`src/rtl/pong_rally_ctrl.sv`:
```
// pong_rally_ctrl: serve/hit/miss rally sequencer, scoring and win flags for an LED ping-pong track.
// Define SPEEDUP_EN to shorten the step interval by one tick after every successful hit.
module pong_rally_ctrl #(
    parameter int N_LEDS    = 18,
    parameter int SCORE_W   = 4,
    parameter int WIN_SCORE = 5,
    parameter int RATE_INIT = 4
) (
    input  logic               clk_i,
    input  logic               reset_ni,
    input  logic               tick_i,
    input  logic               start_i,
    input  logic               btn_left_i,
    input  logic               btn_right_i,
    output logic [N_LEDS-1:0]  leds_o,
    output logic [SCORE_W-1:0] score_left_o,
    output logic [SCORE_W-1:0] score_right_o,
    output logic               left_full_flag_o,
    output logic               right_full_flag_o
);
    localparam int PW = $clog2(N_LEDS);
    localparam int RW = $clog2(RATE_INIT + 1);
    localparam logic [PW-1:0] LEFT_END = PW'(N_LEDS - 1);

    typedef enum logic [2:0] {IDLE, SERVE, PLAY, POINT, OVER} state_e;

    state_e             state_q, state_d;
    logic [PW-1:0]      pos_q, pos_d;
    logic [RW-1:0]      cnt_q, cnt_d;
    logic [RW-1:0]      rate;
    logic [SCORE_W-1:0] sc_l_q, sc_l_d, sc_r_q, sc_r_d, sc_l_inc, sc_r_inc;
    logic dir_r_q, dir_r_d, srv_l_q, srv_l_d;
    logic flag_l_q, flag_l_d, flag_r_q, flag_r_d;
    logic lock_l_q, lock_l_d, lock_r_q, lock_r_d;
    logic start_q, btn_l_q, btn_r_q;
    logic press_s, press_l, press_r, recv_press, recv_lock, at_end, hit, step;

`ifdef SPEEDUP_EN
    logic [RW-1:0] rate_q, rate_d;
    assign rate = rate_q;
`else
    assign rate = RW'(RATE_INIT);
`endif

    assign press_s    = start_i & ~start_q;
    assign press_l    = btn_left_i & ~btn_l_q;
    assign press_r    = btn_right_i & ~btn_r_q;
    // dir_r_q set means the ball travels toward index 0, so the right player receives
    assign recv_press = dir_r_q ? press_r : press_l;
    assign recv_lock  = dir_r_q ? lock_r_q : lock_l_q;
    assign at_end     = dir_r_q ? (pos_q == '0) : (pos_q == LEFT_END);
    assign hit        = recv_press & at_end & ~recv_lock;
    assign step       = tick_i & (cnt_q == rate - RW'(1));
    assign sc_l_inc   = sc_l_q + SCORE_W'(1);
    assign sc_r_inc   = sc_r_q + SCORE_W'(1);

    assign leds_o = (state_q == IDLE) ? '0 :
                    (state_q == OVER) ? '1 : {{(N_LEDS-1){1'b0}}, 1'b1} << pos_q;
    assign score_left_o      = sc_l_q;
    assign score_right_o     = sc_r_q;
    assign left_full_flag_o  = flag_l_q;
    assign right_full_flag_o = flag_r_q;

    always_comb begin
        state_d  = state_q;
        pos_d    = pos_q;
        cnt_d    = cnt_q;
        sc_l_d   = sc_l_q;
        sc_r_d   = sc_r_q;
        dir_r_d  = dir_r_q;
        srv_l_d  = srv_l_q;
        flag_l_d = flag_l_q;
        flag_r_d = flag_r_q;
        lock_l_d = lock_l_q;
        lock_r_d = lock_r_q;
`ifdef SPEEDUP_EN
        rate_d   = rate_q;
`endif
        case (state_q)
            SERVE: begin
                cnt_d    = '0;
                lock_l_d = 1'b0;
                lock_r_d = 1'b0;
                pos_d    = srv_l_q ? LEFT_END : '0;
`ifdef SPEEDUP_EN
                rate_d   = RW'(RATE_INIT);
`endif
                if (srv_l_q ? press_l : press_r) begin
                    state_d = PLAY;
                    dir_r_d = srv_l_q;
                end
            end
            PLAY: begin
                if (hit) begin
                    dir_r_d  = ~dir_r_q;
                    lock_l_d = 1'b0;
                    lock_r_d = 1'b0;
                    cnt_d    = '0;
`ifdef SPEEDUP_EN
                    rate_d   = (rate_q > RW'(1)) ? rate_q - RW'(1) : rate_q;
`endif
                end else begin
                    if (recv_press) begin
                        lock_l_d = lock_l_q | ~dir_r_q;
                        lock_r_d = lock_r_q | dir_r_q;
                    end
                    if (step) begin
                        cnt_d = '0;
                        if (at_end) state_d = POINT;
                        else pos_d = dir_r_q ? pos_q - PW'(1) : pos_q + PW'(1);
                    end else if (tick_i) begin
                        cnt_d = cnt_q + RW'(1);
                    end
                end
            end
            POINT: begin
                // the player who lost the point serves next
                if (dir_r_q) begin
                    sc_l_d = sc_l_inc;
                    if (sc_l_inc == SCORE_W'(WIN_SCORE)) begin
                        flag_l_d = 1'b1;
                        state_d  = OVER;
                    end else begin
                        srv_l_d = 1'b0;
                        pos_d   = '0;
                        state_d = SERVE;
                    end
                end else begin
                    sc_r_d = sc_r_inc;
                    if (sc_r_inc == SCORE_W'(WIN_SCORE)) begin
                        flag_r_d = 1'b1;
                        state_d  = OVER;
                    end else begin
                        srv_l_d = 1'b1;
                        pos_d   = LEFT_END;
                        state_d = SERVE;
                    end
                end
            end
            default: begin
                if (press_s) begin
                    sc_l_d   = '0;
                    sc_r_d   = '0;
                    flag_l_d = 1'b0;
                    flag_r_d = 1'b0;
                    srv_l_d  = 1'b1;
                    pos_d    = LEFT_END;
                    state_d  = SERVE;
                end
            end
        endcase
    end

    always_ff @(posedge clk_i or negedge reset_ni) begin
        if (!reset_ni) begin
            state_q  <= IDLE;
            pos_q    <= '0;
            cnt_q    <= '0;
            sc_l_q   <= '0;
            sc_r_q   <= '0;
            dir_r_q  <= 1'b0;
            srv_l_q  <= 1'b1;
            flag_l_q <= 1'b0;
            flag_r_q <= 1'b0;
            lock_l_q <= 1'b0;
            lock_r_q <= 1'b0;
            start_q  <= 1'b0;
            btn_l_q  <= 1'b0;
            btn_r_q  <= 1'b0;
`ifdef SPEEDUP_EN
            rate_q   <= RW'(RATE_INIT);
`endif
        end else begin
            state_q  <= state_d;
            pos_q    <= pos_d;
            cnt_q    <= cnt_d;
            sc_l_q   <= sc_l_d;
            sc_r_q   <= sc_r_d;
            dir_r_q  <= dir_r_d;
            srv_l_q  <= srv_l_d;
            flag_l_q <= flag_l_d;
            flag_r_q <= flag_r_d;
            lock_l_q <= lock_l_d;
            lock_r_q <= lock_r_d;
            start_q  <= start_i;
            btn_l_q  <= btn_left_i;
            btn_r_q  <= btn_right_i;
`ifdef SPEEDUP_EN
            rate_q   <= rate_d;
`endif
        end
    end
endmodule
```
`config.mk`:
```
export PLATFORM = sky130hd
export DESIGN_NAME = pong_rally_ctrl
export DESIGN_NICKNAME = d
export VERILOG_FILES = /design/src/rtl/pong_rally_ctrl.sv
export SDC_FILE = /design/constraint.sdc
export NUM_CORES = 1
export LEC_CHECK = 0
export ABC_AREA = 1
export BUFFER_PORTS_ARGS = -buffer_cell sky130_fd_sc_hd__buf_2
export CORE_MARGIN = 4
export CORE_UTILIZATION = 40
export DETAILED_ROUTE_END_ITERATION = 7
export GPL_TIMING_DRIVEN = 0
export PLACE_DENSITY = 0.63
export SYNTH_ARGS = -nofsm -noshare
export SYNTH_HDL_FRONTEND = slang
export SYNTH_SLANG_ARGS = --single-unit
```
`constraint.sdc`:
```
create_clock -name clk_i -period 2.65 [get_ports clk_i]
set_input_delay 0.53 -clock clk_i [delete_from_list [all_inputs] [get_ports clk_i]]
set_output_delay 0.53 -clock clk_i [all_outputs]
set_load 0.01 [all_outputs]
```
# Yosys cells after proc, flatten, opt, wreduce, memory -nomap -nowiden

Cells that the tools add are included.

Register bits after elaboration: 28
Output and inout bits: 28

$add $sub $neg: 5
Equal/unequal tests: 22
Shift-type cells: 1
Mux-type cells: 55
Bitwise gates (word level): 14
Reductions and logical operators: 16

Operators by type and width:

| cell                   | count |
|---|---|
| $mux W5                | 9 |
| $mux W18               | 2 |
| $mux W3                | 11 |
| $ne A2 B2 Y1 const B   | 10 |
| $mux W1                | 19 |
| $shl A1 B5 Y18 const A | 1 |
| $pmux W4 S2            | 2 |
| $pmux W5 S3            | 1 |
| $mux W4                | 3 |
| $pmux W1 S2            | 6 |
| $reduce_and A4 Y1      | 3 |
| $eq A3 B2 Y1 const B   | 3 |
| $ne A3 B3 Y1 const B   | 3 |
| $pmux W3 S3            | 1 |
| $reduce_and A3 Y1      | 3 |
| $add A4 B1 Y4 const B  | 2 |
| $eq A4 B3 Y1 const B   | 2 |
| $and A1 B1 Y1          | 6 |
| $not A1 Y1             | 6 |
| $pmux W3 S2            | 1 |
| $reduce_and A6 Y1      | 1 |
| $add A5 B1 Y5 const B  | 1 |
| $eq A5 B5 Y1 const B   | 1 |
| $logic_not A5 Y1       | 1 |
| other kinds (12)       | 15 |

# Longest topological paths before layout

Depth in word-level cells: 7
Depth in mapped cells: 12

# Worst setup path after synthesis

OpenSTA, ideal clock, no wires.

Kind: register -> output
Start point: reg pos_q[1]
End point: out leds_o[16]
Arrival: 1.177 ns
Slack: 0.943 ns
Cell stages (with the launch flop): 4
Buffers on the path: 0
Cells stage by stage: dfrtp_1 > nor2_1 > nand2_1 > o41ai_1

Longest elaborated chain between the ends: 3

Ends and longest elaborated chain:

| element                | RTL line | source |
|---|---|---|
| start, declared        | 28       | `logic [PW-1:0] pos_q, pos_d;` |
| start signal, assigned | 175      | `pos_q <= pos_d;` |
| $shl A1 B5 Y18         | 58       | `(state_q == OVER) ? '1 : {{(N_LEDS-1){1'b0}}, 1'b1} << pos_q;` |
| $mux W18               | 58       |  |
| $mux W18               | 57       | `assign leds_o = (state_q == IDLE) ? '0 :` |
| end, declared          | 15       | `output logic [N_LEDS-1:0] leds_o,` |

Every way passes these cells.

# Worst setup path after layout

Start point: reg state_q[0]
End point: out leds_o[16]

Longest elaborated chain between the ends: 3
Elaborated cells between the ends (all ways): 4
Those cells by class: 1 x eq/ne; 2 x mux; 1 x reduce/logical

Ends and longest elaborated chain:

| element                | RTL line | source |
|---|---|---|
| start, declared        | 27       | `state_e state_q, state_d;` |
| start signal, assigned | 174      | `state_q <= state_d;` |
| $eq A3 B3 Y1           | 58       |  |
| $mux W18               | 58       |  |
| $mux W18 *             | 57       |  |

Every way passes the cells marked *; elsewhere a longest branch is shown, timed or not.

==> results.py <==
metrics = {
    "routing": {
        "via_count": 1825,
        "drc": 0,
        "vias_per_cell": 4.99,
        "wl_per_cell_microns": 11.3,
        "drt_iter0_drc": 85,
        "detail-route-antenna-nets": 0,
        "dr.pass1.iters": 5,
        "routed_wl_microns": 4150,
    },
    "floorplanning": {
        "coreArea_sq_um": 4470,
        "num_rows": 24,
        "die_x_microns": 77.0,
        "start_util": 0.425,
        "die-area_sq_um": 5920,
        "pin_count": 34,
        "die_h_microns": 77.0,
    },
    "clock_network": {
        "post_cts_buffers": 0,
        "cts.sinks": 28,
        "cts_max_level": 1,
        "clock_latency_ns": 0.28,
        "cts_tree": "built",
        "cts_max_path_buffers": 2,
        "cts.repair.resized": 0,
        "cts_root_buf": "clkbuf_8",
        "clk_pin_slew_worst_paths_ns": 0.10,
        "cts_hold_buf": 0,
        "cts_made_buffers": 3,
    },
    "setup_path": {
        "required_ns": 2.12,
        "cp-end-kind": "output pin",
        "ff2ff_setup_slack_ns": 0.95,
        "rr_worst_depth": 9,
        "start_kind": "register",
        "path_class": "reg2out",
        "rr_startpoint": "dir_r_q",
        "rr_endpoint": "cnt_q[1]",
        "crit_fanout": 10,
        "critPathArrivalTime_ns": 1.76,
    },
    "finish": {
        "multi_input_area_sq_um": 1040,
        "final_nets": 330,
        "synthToLayoutAreaGrowth_pct": 15.9,
        "drive_gt1_frac": 0.175,
        "final-seq-area_sq_um": 702,
        "fill_cells": 470,
        "diodes": 0,
        "final_cells": 366,
    },
    "logic_synthesis": {
        "synthFlopType": "dfrtp_1",
        "synth_area_leaders": "dfrtp_1 36%, nand2_1 17%, nand3_1 7.9%",
        "synth_top_area_share": 0.355,
        "synth.yosys.seq_area_share": 0.369,
        "synthesis.area_sq_um": 1900,
        "yosysMostFrequentCell": "nand2_1",
        "yosys-top-cells-count": "85 x nand2_1, 32 x inv_1, 30 x nand3_1, 27 x dfrtp_1, 25 x o21ai_0",
        "ys_types": 27,
        "ys_async_sr_fraction": 1.00,
        "netlist.top_cell.by_area": "dfrtp_1",
        "yosys_warnings": 0,
        "ys_ff_latch": 28,
        "avgSynthCellArea_sq_um": 6.87,
        "synth_nets": 292,
        "synth_edf_count": 0,
        "synthCells": 277,
    },
    "sta": {
        "tightest_slew_ns": 0.649,
        "finalSetupViolCount": 0,
        "fmax_mhz": 436,
        "skew_ns": 0.00225,
        "hold_viol": 0,
        "fin_crit_ns": 2.29,
        "rsz0062_at_grt": "false",
        "finalMaxSlewViolations": 0,
        "whs_ns": 0.260,
        "fin_setup_tns_ns": 0,
        "post-route-period-util": 0.865,
        "slew_headroom": 0.567,
    },
    "power": {
        "p_leak_nw": 1.21,
        "powerDensity_nw_per_um2": 1180,
        "peakVddDrop_v": 0.000481,
    },
    "global_route": {
        "grt_max_degree": 29,
        "grt_pass1_wl_microns": 7730,
        "grt_overflow": 0,
        "grt_use_total": 0.157,
        "grt_pass1_vias": 1712,
        "antenna_found_initial": 0,
    },
    "placed_design": {
        "globalplace.congestion": 0.804,
        "dp.cells": 362,
        "io_buffers": 33,
        "hpwl_microns": 3170,
    },
    "outcome": {
        "status": "completed",
    },
    "flow_run": {
        "maxCapViolCount": 0,
    },
    "hold_path": {
        "hp-class": "in2async",
    },
}
[cells by family (layout without fill, tap and decap cells)]
logic type               after synthesis  count (layout)  share of synthesized area
AND/OR/NAND/NOR                      156             156                      0.363
buffers and inverters                 42              79                     0.0842
AO/OA/AOI/OAI                         40              40                      0.111
flip-flops                            28              28                      0.369
adder cells (fa/ha/maj)                9               9                     0.0632
XOR/XNOR                               2               2                    0.00921
[worst max-delay path: stages, from the launching register on]
cell and delay [ns]:
dfrtp_1 0.47, nor2_1 0.25, nand2_1 0.23, clkbuf_1 0.24, o41ai_1 0.10, buf_2 0.19
[worst max path at each step]
stage / startpoint / cells after the start / to
finish: state_q[0] / 5 / leds_o[16]
global route: state_q[0] / 5 / leds_o[16]
CTS: state_q[0] / 5 / leds_o[16]
detailed placement: state_q[0] / 5 / leds_o[16]
global placement: state_q[0] / 5 / leds_o[16]
floorplan: pos_q[1] / 3 / leds_o[16]
[power by group]
group | total, W | switching, W | internal (W)
Clock | 0.000348 | 0.000145 | 0.000203
Combinational | 0.00150 | 0.000977 | 0.000525
Sequential | 0.000758 | 0.000175 | 0.000583
Total | 0.00261 | 0.00130 | 0.00131
[metrics by stage]
stage                     utilization  power (W)  setup slack (ns)  instance area [sq um]
after detailed placement        0.477    0.00227             0.670                   2130
after global placement          0.477    0.00226             0.680                   2130
after CTS                       0.492    0.00263             0.331                   2200
final                           0.492    0.00261             0.358                   2200
after global routing            0.492    0.00294             0.194                   2200
after floorplan                     -    0.00189             0.943                   1900
[cell type report]
class | instances | area share
Inverter | 39 | 0.0664
Buffer | 3 | 0.00625
Clock buffer | 3 | 0.0187
Timing Repair Buffer | 33 | 0.0750
Sequential cell | 28 | 0.319
Tap cell | 52 | 0.0295
Clock inverter | 1 | 0.0136
Multi-Input combinational cell | 207 | 0.472
[registers in the layout (all words and copies together), names as in the netlist]
name / cells
btn_l_q: 1
btn_r_q: 1
cnt_q: 3
dir_r_q: 1
left_full_flag_o: 1
lock_l_q: 1
lock_r_q: 1
pos_q: 5
right_full_flag_o: 1
score_left_o: 4
score_right_o: 4
srv_l_q: 1
start_q: 1
state_q: 3
[metal layers]
layer,GRT usage,routed length (microns),vias to the layer above
li1,-,-,974
met1,0.224,2140,807
met2,0.246,1750,40
met3,0.0222,212,4
met4,0.0489,44,0
met5,0,0,-
[placed cells by master (no fill, tap or decap), types with 2 or more instances in the layout]
master and count:
nand2_2 3, dfrtp_1 27, nor2_4 2, inv_1 32, nand3_1 30, ha_1 8, nand4_1 4, buf_2 35
inv_2 7, nand2_1 85, o21ai_0 25, clkbuf_8 3, nor2_1 23, nor2_2 2, nor3_1 2, a21oi_1 8
o22ai_1 4, nand3b_1 3
No activity file was read; power rests on OpenSTA's default activity.
